## src/rtl/uart_rx_os.sv

```systemverilog
// uart_rx_os: oversampling UART receiver with 3-sample majority vote per bit and stop-bit check.
// Latency: valid rises one clk after the stop-bit vote tick.
// Backpressure: one-word output register; a word that completes while valid=1 & ready=0 is dropped and overrun pulses.
//
// Ports:
//   clk         system clock
//   reset_n     synchronous active-low reset
//   baud_tick   one-clk enable strobe, OVERSAMPLE strobes per bit period
//   rxd         asynchronous serial input (idle high, or idle low when INVERT=1)
//   data        received word, LSB first on the line, stable while valid=1
//   valid       word available, held until valid&ready
//   ready       consumer accepts the word when valid&ready
//   frame_err   one-clk pulse: stop bit voted 0
//   overrun     one-clk pulse: word completed while valid=1 & ready=0
//   parity_odd  (UART_RX_PARITY_EN only) 1=odd, 0=even parity, captured at start-bit detection
//   parity_err  (UART_RX_PARITY_EN only) one-clk pulse: parity bit mismatch
//
// Optional feature: define UART_RX_PARITY_EN to insert a parity bit between the data bits and the stop bit.

module uart_rx_os #(
  parameter int DATA_BITS  = 8,
  parameter int OVERSAMPLE = 16,
  parameter bit INVERT     = 1'b0
) (
  input  logic                 clk,
  input  logic                 reset_n,
  input  logic                 baud_tick,
  input  logic                 rxd,
`ifdef UART_RX_PARITY_EN
  input  logic                 parity_odd,
  output logic                 parity_err,
`endif
  output logic [DATA_BITS-1:0] data,
  output logic                 valid,
  input  logic                 ready,
  output logic                 frame_err,
  output logic                 overrun
);

  localparam int CW = $clog2(OVERSAMPLE);
  localparam int BW = $clog2(DATA_BITS);

  // Tick positions inside one bit period; the vote is taken on the third sample tick.
  localparam logic [CW-1:0] LP_LAST   = CW'(OVERSAMPLE - 1);
  localparam logic [CW-1:0] LP_MID_M1 = CW'(OVERSAMPLE / 2 - 1);
  localparam logic [CW-1:0] LP_MID    = CW'(OVERSAMPLE / 2);
  localparam logic [CW-1:0] LP_MID_P1 = CW'(OVERSAMPLE / 2 + 1);
  localparam logic [BW-1:0] LP_LAST_BIT = BW'(DATA_BITS - 1);

  // Raw idle level of rxd; the synchroniser is preset to it so reset never looks like a start edge.
  localparam logic LP_IDLE_RAW = ~INVERT;

`ifdef UART_RX_PARITY_EN
  typedef enum logic [2:0] {
    S_IDLE, S_START, S_DATA, S_PARITY, S_STOP, S_WAIT_IDLE
  } state_t;
`else
  typedef enum logic [2:0] {
    S_IDLE, S_START, S_DATA, S_STOP, S_WAIT_IDLE
  } state_t;
`endif

  state_t r_state;
  state_t w_state_nxt;

  logic                 r_sync1;
  logic                 r_sync2;
  logic                 w_line;
  logic [CW-1:0]        r_cnt;
  logic [CW-1:0]        w_idx;
  logic [BW-1:0]        r_bit_cnt;
  logic [1:0]           r_samp;
  logic [DATA_BITS-1:0] r_shift;
  logic                 r_armed;

  logic                 w_vote;
  logic                 w_vote_tick;
  logic                 w_bit_end;
  logic                 w_last_bit;
  logic                 w_par_ok;

  logic                 w_start_det;
  logic                 w_shift_en;
  logic                 w_bit_adv;
  logic                 w_word_done;
  logic                 w_frame_bad;

  logic [DATA_BITS-1:0] r_data;
  logic                 r_valid;
  logic                 r_frame_err;
  logic                 r_overrun;

`ifdef UART_RX_PARITY_EN
  logic r_par_odd;
  logic r_par_acc;
  logic r_par_bad;
  logic r_parity_err;
  logic w_par_chk;
  logic w_par_mismatch;
`endif

  // ---------------------------------------------------------------------------
  // Line synchroniser; after the XOR the internal line is always idle-high.
  // ---------------------------------------------------------------------------
  always_ff @(posedge clk) begin
    if (!reset_n) begin
      r_sync1 <= LP_IDLE_RAW;
      r_sync2 <= LP_IDLE_RAW;
    end else begin
      r_sync1 <= rxd;
      r_sync2 <= r_sync1;
    end
  end

  assign w_line = r_sync2 ^ INVERT;

  // Index of the current tick within the bit: r_cnt holds the index of the previous tick.
  assign w_idx       = (r_cnt == LP_LAST) ? '0 : r_cnt + CW'(1);
  assign w_vote_tick = (w_idx == LP_MID_P1);
  assign w_bit_end   = (w_idx == LP_LAST);
  assign w_last_bit  = (r_bit_cnt == LP_LAST_BIT);

  // Majority of the samples at mid-1, mid and the live sample at mid+1.
  assign w_vote = (r_samp[0] & r_samp[1]) | (r_samp[0] & w_line) | (r_samp[1] & w_line);

  // ---------------------------------------------------------------------------
  // FSM
  // ---------------------------------------------------------------------------
  always_ff @(posedge clk) begin
    if (!reset_n) begin
      r_state <= S_IDLE;
    end else begin
      r_state <= w_state_nxt;
    end
  end

  always_comb begin
    w_state_nxt = r_state;
    w_start_det = 1'b0;
    w_shift_en  = 1'b0;
    w_bit_adv   = 1'b0;
    w_word_done = 1'b0;
    w_frame_bad = 1'b0;
`ifdef UART_RX_PARITY_EN
    w_par_chk   = 1'b0;
`endif
    if (baud_tick) begin
      case (r_state)
        S_IDLE: begin
          // r_armed requires the line to have been seen high since reset, so a
          // release in the middle of a frame waits for a genuine falling edge.
          if (r_armed && !w_line) begin
            w_state_nxt = S_START;
            w_start_det = 1'b1;
          end
        end
        S_START: begin
          if (w_vote_tick && w_vote) begin
            w_state_nxt = S_IDLE;          // glitch: silently ignore
          end else if (w_bit_end) begin
            w_state_nxt = S_DATA;
          end
        end
        S_DATA: begin
          if (w_vote_tick) begin
            w_shift_en = 1'b1;
          end
          if (w_bit_end) begin
            if (w_last_bit) begin
`ifdef UART_RX_PARITY_EN
              w_state_nxt = S_PARITY;
`else
              w_state_nxt = S_STOP;
`endif
            end else begin
              w_bit_adv = 1'b1;
            end
          end
        end
`ifdef UART_RX_PARITY_EN
        S_PARITY: begin
          if (w_vote_tick) begin
            w_par_chk = 1'b1;
          end
          if (w_bit_end) begin
            w_state_nxt = S_STOP;
          end
        end
`endif
        S_STOP: begin
          // Leaving at mid-bit gives half a bit of slack for the next start edge.
          if (w_vote_tick) begin
            if (w_vote) begin
              w_word_done = w_par_ok;
              w_state_nxt = S_IDLE;
            end else begin
              w_frame_bad = 1'b1;
              w_state_nxt = S_WAIT_IDLE;
            end
          end
        end
        S_WAIT_IDLE: begin
          // A break holds the line low; only one frame_err is raised for it.
          if (w_line) begin
            w_state_nxt = S_IDLE;
          end
        end
        default: begin
          w_state_nxt = S_IDLE;
        end
      endcase
    end
  end

  // ---------------------------------------------------------------------------
  // Bit timing, sampling and shift register; all frozen when baud_tick=0.
  // ---------------------------------------------------------------------------
  always_ff @(posedge clk) begin
    if (!reset_n) begin
      r_cnt     <= '0;
      r_bit_cnt <= '0;
      r_samp    <= '0;
      r_shift   <= '0;
      r_armed   <= 1'b0;
    end else if (baud_tick) begin
      if (w_line) begin
        r_armed <= 1'b1;
      end
      if (w_start_det) begin
        r_cnt     <= '0;
        r_bit_cnt <= '0;
      end else if (r_state != S_IDLE) begin
        r_cnt <= w_idx;
        if (w_idx == LP_MID_M1) begin
          r_samp[0] <= w_line;
        end
        if (w_idx == LP_MID) begin
          r_samp[1] <= w_line;
        end
        if (w_bit_adv) begin
          r_bit_cnt <= r_bit_cnt + BW'(1);
        end
      end
      // LSB arrives first, so shift right and insert at the top.
      if (w_shift_en) begin
        r_shift <= {w_vote, r_shift[DATA_BITS-1:1]};
      end
    end
  end

`ifdef UART_RX_PARITY_EN
  // ---------------------------------------------------------------------------
  // Parity: running XOR of data bits, compared against the voted parity bit.
  // ---------------------------------------------------------------------------
  assign w_par_mismatch = ((r_par_acc ^ w_vote) != r_par_odd);

  always_ff @(posedge clk) begin
    if (!reset_n) begin
      r_par_odd    <= 1'b0;
      r_par_acc    <= 1'b0;
      r_par_bad    <= 1'b0;
      r_parity_err <= 1'b0;
    end else begin
      r_parity_err <= w_par_chk & w_par_mismatch;
      if (w_start_det) begin
        r_par_odd <= parity_odd;
        r_par_acc <= 1'b0;
        r_par_bad <= 1'b0;
      end else begin
        if (w_shift_en) begin
          r_par_acc <= r_par_acc ^ w_vote;
        end
        if (w_par_chk && w_par_mismatch) begin
          r_par_bad <= 1'b1;
        end
      end
    end
  end

  assign w_par_ok   = ~r_par_bad;
  assign parity_err = r_parity_err;
`else
  assign w_par_ok = 1'b1;
`endif

  // ---------------------------------------------------------------------------
  // Output holding register and handshake; runs every clk regardless of baud_tick.
  // ---------------------------------------------------------------------------
  always_ff @(posedge clk) begin
    if (!reset_n) begin
      r_data      <= '0;
      r_valid     <= 1'b0;
      r_frame_err <= 1'b0;
      r_overrun   <= 1'b0;
    end else begin
      r_frame_err <= w_frame_bad;
      r_overrun   <= w_word_done & r_valid & ~ready;
      if (w_word_done && (!r_valid || ready)) begin
        r_data  <= r_shift;
        r_valid <= 1'b1;
      end else if (r_valid && ready) begin
        r_valid <= 1'b0;
      end
    end
  end

  assign data      = r_data;
  assign valid     = r_valid;
  assign frame_err = r_frame_err;
  assign overrun   = r_overrun;

endmodule

```

## config.mk

```make
export PLATFORM = sky130hd
export DESIGN_NAME = uart_rx_os
export DESIGN_NICKNAME = d
export VERILOG_FILES = /design/src/rtl/uart_rx_os.sv
export SDC_FILE = /design/constraint.sdc
export NUM_CORES = 1
export LEC_CHECK = 0
export CAP_MARGIN = 40
export CORE_MARGIN = 2
export CORE_UTILIZATION = 60
export DETAILED_ROUTE_END_ITERATION = 6
export GPL_TIMING_DRIVEN = 0
export PLACE_DENSITY = 0.8
export SYNTH_ARGS = -nofsm -noshare
export SYNTH_HDL_FRONTEND = slang
export SYNTH_SLANG_ARGS = --single-unit
```

## constraint.sdc

```tcl
create_clock -name clk -period 3.99 [get_ports clk]
set_clock_uncertainty 0.05 [all_clocks]
set_input_delay 0.798 -clock clk [delete_from_list [all_inputs] [get_ports clk]]
set_output_delay 0.798 -clock clk [all_outputs]
set_load 0.01 [all_outputs]
```

==> results of run 1 <==
[worst max-delay path, delay by kind of cell (launching register included)]
kind	cells	cell delay, ps
muxes	1	220
and+or+nand+nor	3	410
adders and majority gates	1	260
DFF	1	470
AOI/OAI and AO/OA	1	240
buffers and inverters	2	320
[cell type report]
class | count | area [sq um]
well taps | 31 | 38.8
repair buffers | 14 | 140
multi-input cells | 137 | 932
plain buffers | 14 | 76.3
fillers | 208 | 802
flip-flops and latches | 34 | 681
inverters | 5 | 18.8
clock buffers | 7 | 45.0
[Yosys cell counts, drive strengths merged (2+ instances only)]
cell and instances:
mux2i 12, and2 4, a32o 2, a21oi 7, nor2b 3, nand2b 4, inv 5, o21a 2
nor3 2, nand3b 2, a21o 2, or3 2, o21ai 13, nand2 17, dfxtp 34, a22oi 2
ha 6, o221ai 2, buf 9, nand4 3, a21boi 2, nand3 15, clkbuf 5, nor2 18
[layer usage]
| layer | vias to the layer above | wire length [um] | global-route usage |
|---|---|---|---|
| met5 | - | 0 | 0 |
| met4 | 0 | 31 | 0.0963 |
| met3 | 3 | 132 | 0.0680 |
| met2 | 26 | 1690 | 0.388 |
| met1 | 667 | 1520 | 0.278 |
| li1 | 713 | - | - |
[through the flow]
stage                     hold slack [ps]  worst slack (ps)  instance area (sq um)
after floorplan                       336              2090                   1710
after global placement                353              1630                   1890
after detailed placement              353              1570                   1890
after CTS                             384              1890                   1930
after global routing                  413              1710                   1930
final                                 381              1890                   1930
[cells in the final DEF (no fill, tap or decap), types with 3 or more instances in the layout]
cell type	instances
nand2_1	17
buf_4	3
nand3_1	15
ha_1	6
and2_1	4
mux2i_1	12
inv_1	5
buf_2	4
nand2b_1	3
nor2b_1	3
clkbuf_4	5
o21ai_0	3
a21oi_1	7
dfxtp_1	34
o21ai_1	8
clkdlybuf4s50_1	14
nor2_1	18
clkbuf_1	7
[worst paths after layout]
| path | start | cells after the start | end |
|---|---|---|---|
| max | r_cnt[0]$_SDFFE_PN0P_ | 8 | r_shift[6]$_SDFFE_PN0P_ |
| min | r_sync1$_SDFF_PN1_ | 1 | r_sync2$_SDFF_PN1_ |
| max reg2reg | r_cnt[0]$_SDFFE_PN0P_ | 8 | r_shift[6]$_SDFFE_PN0P_ |
| min reg2reg | r_sync1$_SDFF_PN1_ | 1 | r_sync2$_SDFF_PN1_ |
[registers in the layout, summed over array words and instances (netlist names)]
name / flops
r_bit_cnt: 3
data: 8
r_armed: 1
r_sync1: 1
r_samp: 2
frame_err: 1
overrun: 1
r_state: 3
r_shift: 8
r_cnt: 4
valid: 1
r_sync2: 1
[logic make-up (layout without fill, tap and decap cells)]
family,count (synthesis),after routing,synth area share
flops,34,34,0.399
buf+inv,19,40,0.0557
simple gates,76,76,0.242
fa+ha+maj,7,7,0.0505
mux,12,12,0.0703
compound gates,42,42,0.182
[where the power goes]
group | internal [mW] | total (mW) | leakage [nW] | switching [mW]
clock network | 0.0664 | 0.174 | 0.0254 | 0.107
registers | 0.341 | 0.343 | 0.275 | 0.00126
logic | 0.0106 | 0.0278 | 0.474 | 0.0172
==> results.cfg, run 1 <==
[drt]
wirelength_mm = 3.38
drtPass1Iterations = 4
via_count = 1409
avgRoutedWirePerCell_um = 14.0
drc = 0
drtAntennaViolNets = 0
drt_iter0_markers = 72
viasPerCell = 5.82

[layout]
drive_gt1_frac = 0.114
finalNetCount = 222
area_growth_pct = 13.1
utilization = 0.707
final_cells = 242
diodes = 0

[logic_synthesis]
netlist_instances = 190
yosysWarningCount = 0
synth_edf_count = 0
synthArstFlopShare = 0
syn_avg_cell_area_sq_um = 8.99
ys_seq_elements = 34
seq_area_frac_synth = 0.399
yosysTopAreaCell = dfxtp_1
synthTopCellsByArea = dfxtp_1, mux2i_1, ha_1
synth_nets = 201
synth_ff_type = dfxtp_1
synth_area_sq_mm = 0.00171
netlist.area_leader.share = 0.399
synth_cell_types = 52

[sta]
slew_viol_final = 0
post-route-min-period_ps = 2100
rsz0062_at_grt = false
setup_tns_ps = 0
finalHoldViolations = 0
post-route-period-util = 0.528
tightest_slew_ps = 476
relSlewSlack = 0.683
finalSetupViolations = 0
fmax_mhz = 475

[clock_network]
clockBufferDepth = 2
cts_tree = done
cts_sinks = 34
clock_latency_ps = 330
hold_buffers = 0
clkTransAtPathRegs_ps = 90
cts_buffers = 5
cts.repair.resized = 0
h-tree-depth = 2
post_cts_buffers = 0
cts-root-buf = clkbuf_4

[setup_path]
cp_cell_sequence = inv_1 > ha_1 > and4bb_2 > a31o_4 > nand4b_1 > buf_4 > mux2i_1 > nor2_1
crit_type = flip-flop to flip-flop
worstSetupStartpointType = flip-flop
required_ps = 4150
max_stage_delay_ps = 470
path_max_fanout = 8
crit_slowest_cell = dfxtp_1
rrSetupSlack_ps = 1890
cp-end-kind = flip-flop
cp_data_arrival_time_ps = 2270

[power_and_ir_drop]
power.density_mw_per_mm2 = 282
ir_drop_uv = 380
p_leak_nw = 0.774
p_total_mw = 0.544

[die]
die-area_sq_mm = 0.00329
ios = 16
die_h_um = 57.4
fp-row-count = 19
coreArea_sq_mm = 0.00273
die_w_um = 57.4
initial_core_util = 0.625

[global_routing]
grt_pass1_wl_mm = 6.02
grt_pass1_vias = 1403
grt_start_max_net_pins = 11
grt.overflow.total = 0
antenna_found_initial = 0
grt_usage = 0.232

[run]
max_cap_viol_count = 0

[place]
hpwl_mm = 2.52
dp.cells = 235
io_buffers = 14
routabilityCongestion = 0.881

[run_status]
status = completed

[min_path]
min_path_type = flip-flop to flip-flop
Power figures use the tool's default switching activity.
==> run 2: changes to the inputs <==
CORE_UTILIZATION = 56   (was 60)
PLACE_DENSITY = 0.75   (was 0.8)
clock period = 2.1 ns   (was 3.99 ns; I/O delays follow)
==> run 2 against run 1 <==
Net effect: flip-flop and latch count did not move; combinational power rose by 89%; register-to-register slack worse by 1800 ps; critical path depth is the same; sequential power grew 90%; core utilization decreased by 4.5 points; non-clock buffer count stayed put; die area rose by 6.6%; final area increased by 2.0%; routed wire length is 2.6% higher; sequential share of layout area down 0.44 points.
==> results.cfg, run 2 (synthesis results as in run 1) <==
[run_status]
status = completed

[clock_network]
cts_buffers = 5
clock_latency_ps = 340
cts-root-buf = clkbuf_4
cts_tree = done
clockBufferDepth = 2
cts_sinks = 34
clkTransAtPathRegs_ps = 100
h-tree-depth = 2

[setup_path]
crit_type = flip-flop to flip-flop
endpoint = r_shift[2]$_SDFFE_PN0P_
rrSetupSlack_ps = 120
cp_cell_sequence = inv_1 > ha_1 > and4bb_2 > a31o_4 > nand4b_1 > buf_4 > mux2i_1 > nor2_1
r2r-end = r_shift[2]$_SDFFE_PN0P_
timing.rr.start = r_cnt[1]$_SDFFE_PN0P_
max_stage_delay_ps = 440
required_ps = 2270
rr_worst_depth = 8
cp_data_arrival_time_ps = 2150
cp-end-kind = flip-flop
path_max_fanout = 9
crit_slowest_cell = dfxtp_2
setup.worst_path.start = r_cnt[1]$_SDFFE_PN0P_
worstSetupStartpointType = flip-flop

[sta]
holdWs_ps = 340
slew_viol_final = 0
post-route-period-util = 0.944
finalSetupViolations = 0
relSlewSlack = 0.689
rsz0062_at_grt = false
setup_tns_ps = 0
tightest_slew_ps = 466
post-route-min-period_ps = 1980
finalHoldViolations = 0
fmax_mhz = 505

[die]
initial_core_util = 0.574
die_w_um = 59.2
die_h_um = 59.2
die-area_sq_mm = 0.00351
coreArea_sq_mm = 0.00298
fp-row-count = 20
ios = 16

[layout]
drive_gt1_frac = 0.132
layout_common_cells = dfxtp_1, nor2_1, nand2_1
area_growth_pct = 15.4
diodes = 0
finalNetCount = 222
fillers = 266
final_common_cell = dfxtp_1

[drt]
drtPass1Iterations = 4
drc = 0
dr_wl_met2_mm = 1.72
wl_met3_um = 147
drt_iter0_markers = 92
viasPerCell = 5.80
routed.top_layer = met4
drt-met1-wl_mm = 1.52
wirelength_mm = 3.47
via_count = 1420
drtAntennaViolNets = 0
avgRoutedWirePerCell_um = 14.2

[place]
io_buffers = 14
routabilityCongestion = 0.905
hpwl_mm = 2.56

[run]
max_cap_viol_count = 0

[min_path]
min_path_type = input pin to flip-flop

[global_routing]
grt_start_max_net_pins = 11
grt_usage = 0.235
grt_pass1_vias = 1328
grt_pass1_wl_mm = 6.11
grt.overflow.total = 0
antenna_found_initial = 0

[power_and_ir_drop]
power.density_mw_per_mm2 = 591
p_leak_nw = 0.793
ir_drop_uv = 467
## run 2: layer usage
layer,GRT usage,vias to the layer above
li1,-,718
met1,0.281,663
met2,0.385,31
met3,0.0721,8
met4,0.104,0
met5,0,-
## run 2: critical path: cells and delay by family (launching register included)
| kind | cells | cell delay (ps) |
|---|---|---|
| simple gates | 3 | 410 |
| buf+inv | 2 | 260 |
| flops | 1 | 440 |
| fa+ha+maj | 1 | 220 |
| mux | 1 | 220 |
| compound gates | 1 | 250 |
## run 2: how the worst min path moves through the flow
| stage | end | slack, ps | cells past startpoint | from |
|---|---|---|---|---|
| final | r_sync1$_SDFF_PN1_ | 340 | 2 | reset_n |
| after global routing | r_sync1$_SDFF_PN1_ | 370 | 2 | reset_n |
| after CTS | r_sync1$_SDFF_PN1_ | 330 | 2 | reset_n |
| after detailed placement | r_sync2$_SDFF_PN1_ | 350 | 1 | r_sync1$_SDFF_PN1_ |
| after floorplan | r_sync2$_SDFF_PN1_ | 340 | 1 | r_sync1$_SDFF_PN1_ |
| after global placement | r_sync2$_SDFF_PN1_ | 340 | 1 | r_sync1$_SDFF_PN1_ |
## run 2: layout make-up
cell class / count / area [sq um] / area share
Sequential cell: 34 / 686 / 0.348
Tap cell: 33 / 41.3 / 0.0210
Inverter: 5 / 18.8 / 0.00952
Multi-Input combinational cell: 137 / 932 / 0.473
Timing Repair Buffer: 14 / 140 / 0.0711
Clock inverter: 1 / 30.0 / 0.0152
Clock buffer: 7 / 45.0 / 0.0229
Buffer: 14 / 77.6 / 0.0394
## run 2: repair_timing
action / CTS / global route
gates resized for setup: 2 / 2
pin swaps: 0 / 0
setup endpoints to repair: 1 / 11
buffers inserted: 0 / 0
hold buffers: 0 / 0
## run 2: report_power, final
group | internal [mW] | switching [mW] | leakage (nW)
Sequential | 0.648 | 0.00227 | 0.276
Clock | 0.252 | 0.209 | 0.0395
Combinational | 0.0202 | 0.0324 | 0.477
## run 2: stage by stage
step	util	worst slack, ps	total power [mW]	instance area [sq um]	cells
floorplan	-	205	0.701	1710	190
global placement	0.634	84.9	0.717	1890	237
detailed placement	0.634	20.5	0.718	1890	237
CTS	0.661	32.1	1.18	1970	245
global route	0.662	9.58	1.21	1970	245
finish	0.662	118	1.16	1970	245
==> run 3: changes to the inputs <==
CELL_PAD_IN_SITES_DETAIL_PLACEMENT = 1   (was default)
CELL_PAD_IN_SITES_GLOBAL_PLACEMENT = 1   (was default)
CORE_UTILIZATION = 43   (was 56)
==> run 3 against run 2 <==
Net effect: routed wire length rose by 17%; first-iteration DRC count fell by 50%; count of clock-buffer cells in the layout fell by 1; register-to-register slack got worse by 30 ps; final cell count rose by 5.7%; largest cell class unchanged; largest power group unchanged.
==> results.cfg, run 3 (synthesis results as in run 1) <==
[min_path]
whs_path_depth = 1
min_path_type = flip-flop to flip-flop

[die]
die-area_sq_mm = 0.00449
die_h_um = 67.0
coreArea_sq_mm = 0.00374
die_w_um = 67.0
initial_core_util = 0.456
fp-row-count = 22
ios = 16

[place]
io_buffers = 14
dp.cells = 252
hpwl_mm = 3.11
dp_slack_ps = -52.4
routabilityCongestion = 0.853

[power_and_ir_drop]
power.density_mw_per_mm2 = 646
p_leak_nw = 0.810
p_total_mw = 1.31
ir_drop_uv = 401

[sta]
tightest_slew_ps = 515
slew_viol_final = 0
fmax_mhz = 498
post-route-min-period_ps = 2010
worst_slack_ps = 90.7
setup_tns_ps = 0
relSlewSlack = 0.657
finalHoldViolations = 0
finalSetupViolations = 0
post-route-period-util = 0.957
rsz0062_at_grt = false

[clock_network]
post_cts_buffers = 0
clkTransAtPathRegs_ps = 70
clock_latency_ps = 280
cts_sinks = 34
cts-root-buf = clkbuf_8
clockBufferDepth = 2
h-tree-depth = 2
cts_buffers = 5
hold_buffers = 0
cts_tree = done

[setup_path]
rrSetupSlack_ps = 90
endpoint = r_shift[7]$_SDFFE_PN0P_
crit_slowest_cell = dfxtp_4
crit_type = flip-flop to flip-flop
max_stage_delay_ps = 390
timing.rr.start = r_cnt[0]$_SDFFE_PN0P_
path_max_fanout = 8
worstSetupStartpointType = flip-flop
worst-path-stages = 8
r2r-end = r_shift[7]$_SDFFE_PN0P_
rr_worst_depth = 8
required_ps = 2200
setup.worst_path.start = r_cnt[0]$_SDFFE_PN0P_
cp_data_arrival_time_ps = 2110
cp_top_family = simple AND/OR/NAND/NOR gates
cp_cell_sequence = inv_1 > ha_1 > and4bb_2 > a31o_4 > nand4b_1 > buf_4 > mux2i_1 > nor2_1
critPathBufInv = 2
cp-end-kind = flip-flop

[drt]
avgRoutedWirePerCell_um = 15.6
via_count = 1423
viasPerCell = 5.49
drtAntennaViolNets = 0
wirelength_mm = 4.04
drc = 0
drtPass1Iterations = 4
drt_iter0_markers = 46

[global_routing]
grt_pass1_wl_mm = 6.69
antenna_found_initial = 0
grt.overflow.total = 0
grt_usage = 0.201
grt_start_max_net_pins = 11
grt_pass1_vias = 1429

[layout]
area_growth_pct = 18.7
utilization = 0.541
finalNetCount = 222
final_common_cell = dfxtp_1
layout_common_cells = dfxtp_1, nor2_1, nand2_1
drive_gt1_frac = 0.137
diodes = 0
final_cells = 259

[run_status]
status = completed

[run]
max_cap_viol_count = 0
==> run 3: cell types whose count changed in the layout (fill, tap and decap cells not counted) <==
cell,before,now
clkbuf_1,6,4
clkbuf_4,5,0
clkbuf_8,0,6
==> run 3: through the flow <==
step / cell area [sq um] / hold WS [ps]
final: 2030 / 388
after global routing: 2030 / 414
after CTS: 2020 / 399
after detailed placement: 1910 / 383
after global placement: 1910 / 354
after floorplan: 1710 / 336
==> run 3: layout make-up <==
class / instances / area, sq um
clock buffers: 6 / 82.6
clock inverters: 1 / 30.0
multi-input cells: 137 / 932
fillers: 458 / 1720
inverters: 5 / 18.8
repair buffers: 14 / 140
flip-flops and latches: 34 / 686
well taps: 48 / 60.1
plain buffers: 14 / 77.6
==> run 3: worst min path at each step <==
stage	slack [ps]	start	end
after floorplan	340	r_sync1$_SDFF_PN1_	r_sync2$_SDFF_PN1_
after global placement	350	r_sync1$_SDFF_PN1_	r_sync2$_SDFF_PN1_
after detailed placement	380	r_sync1$_SDFF_PN1_	r_sync2$_SDFF_PN1_
after CTS	400	r_sync1$_SDFF_PN1_	r_sync2$_SDFF_PN1_
after global routing	410	r_sync1$_SDFF_PN1_	r_sync2$_SDFF_PN1_
final	390	r_sync1$_SDFF_PN1_	r_sync2$_SDFF_PN1_
==> run 3: worst register-to-register path: cells and delay by family, from the launching register on <==
kind | cells | cell delay (ps)
AO/OA/AOI/OAI | 1 | 240
adder cells (fa/ha/maj) | 1 | 250
buffers and inverters | 2 | 300
flip-flops | 1 | 390
multiplexers | 1 | 250
AND/OR/NAND/NOR | 3 | 410
==> run 3: timing repair <==
action / in CTS / in global routing
pin swaps: 0 / 0
gates resized for setup: 2 / 2
setup endpoints to repair: 12 / 10
==> run 3: power breakdown <==
part	total [mW]	internal (mW)	switching, mW
Combinational	0.0553	0.0202	0.0350
Clock	0.604	0.380	0.225
Sequential	0.650	0.648	0.00244
Total	1.31	1.05	0.262
==> run 3: metal layers <==
metal | track usage | wire (um) | vias up
met2 | 0.338 | 1940 | 20
met5 | 0 | 0 | -
met3 | 0.0355 | 100 | 4
met1 | 0.267 | 1970 | 683
met4 | 0.0459 | 31 | 0
li1 | - | - | 716
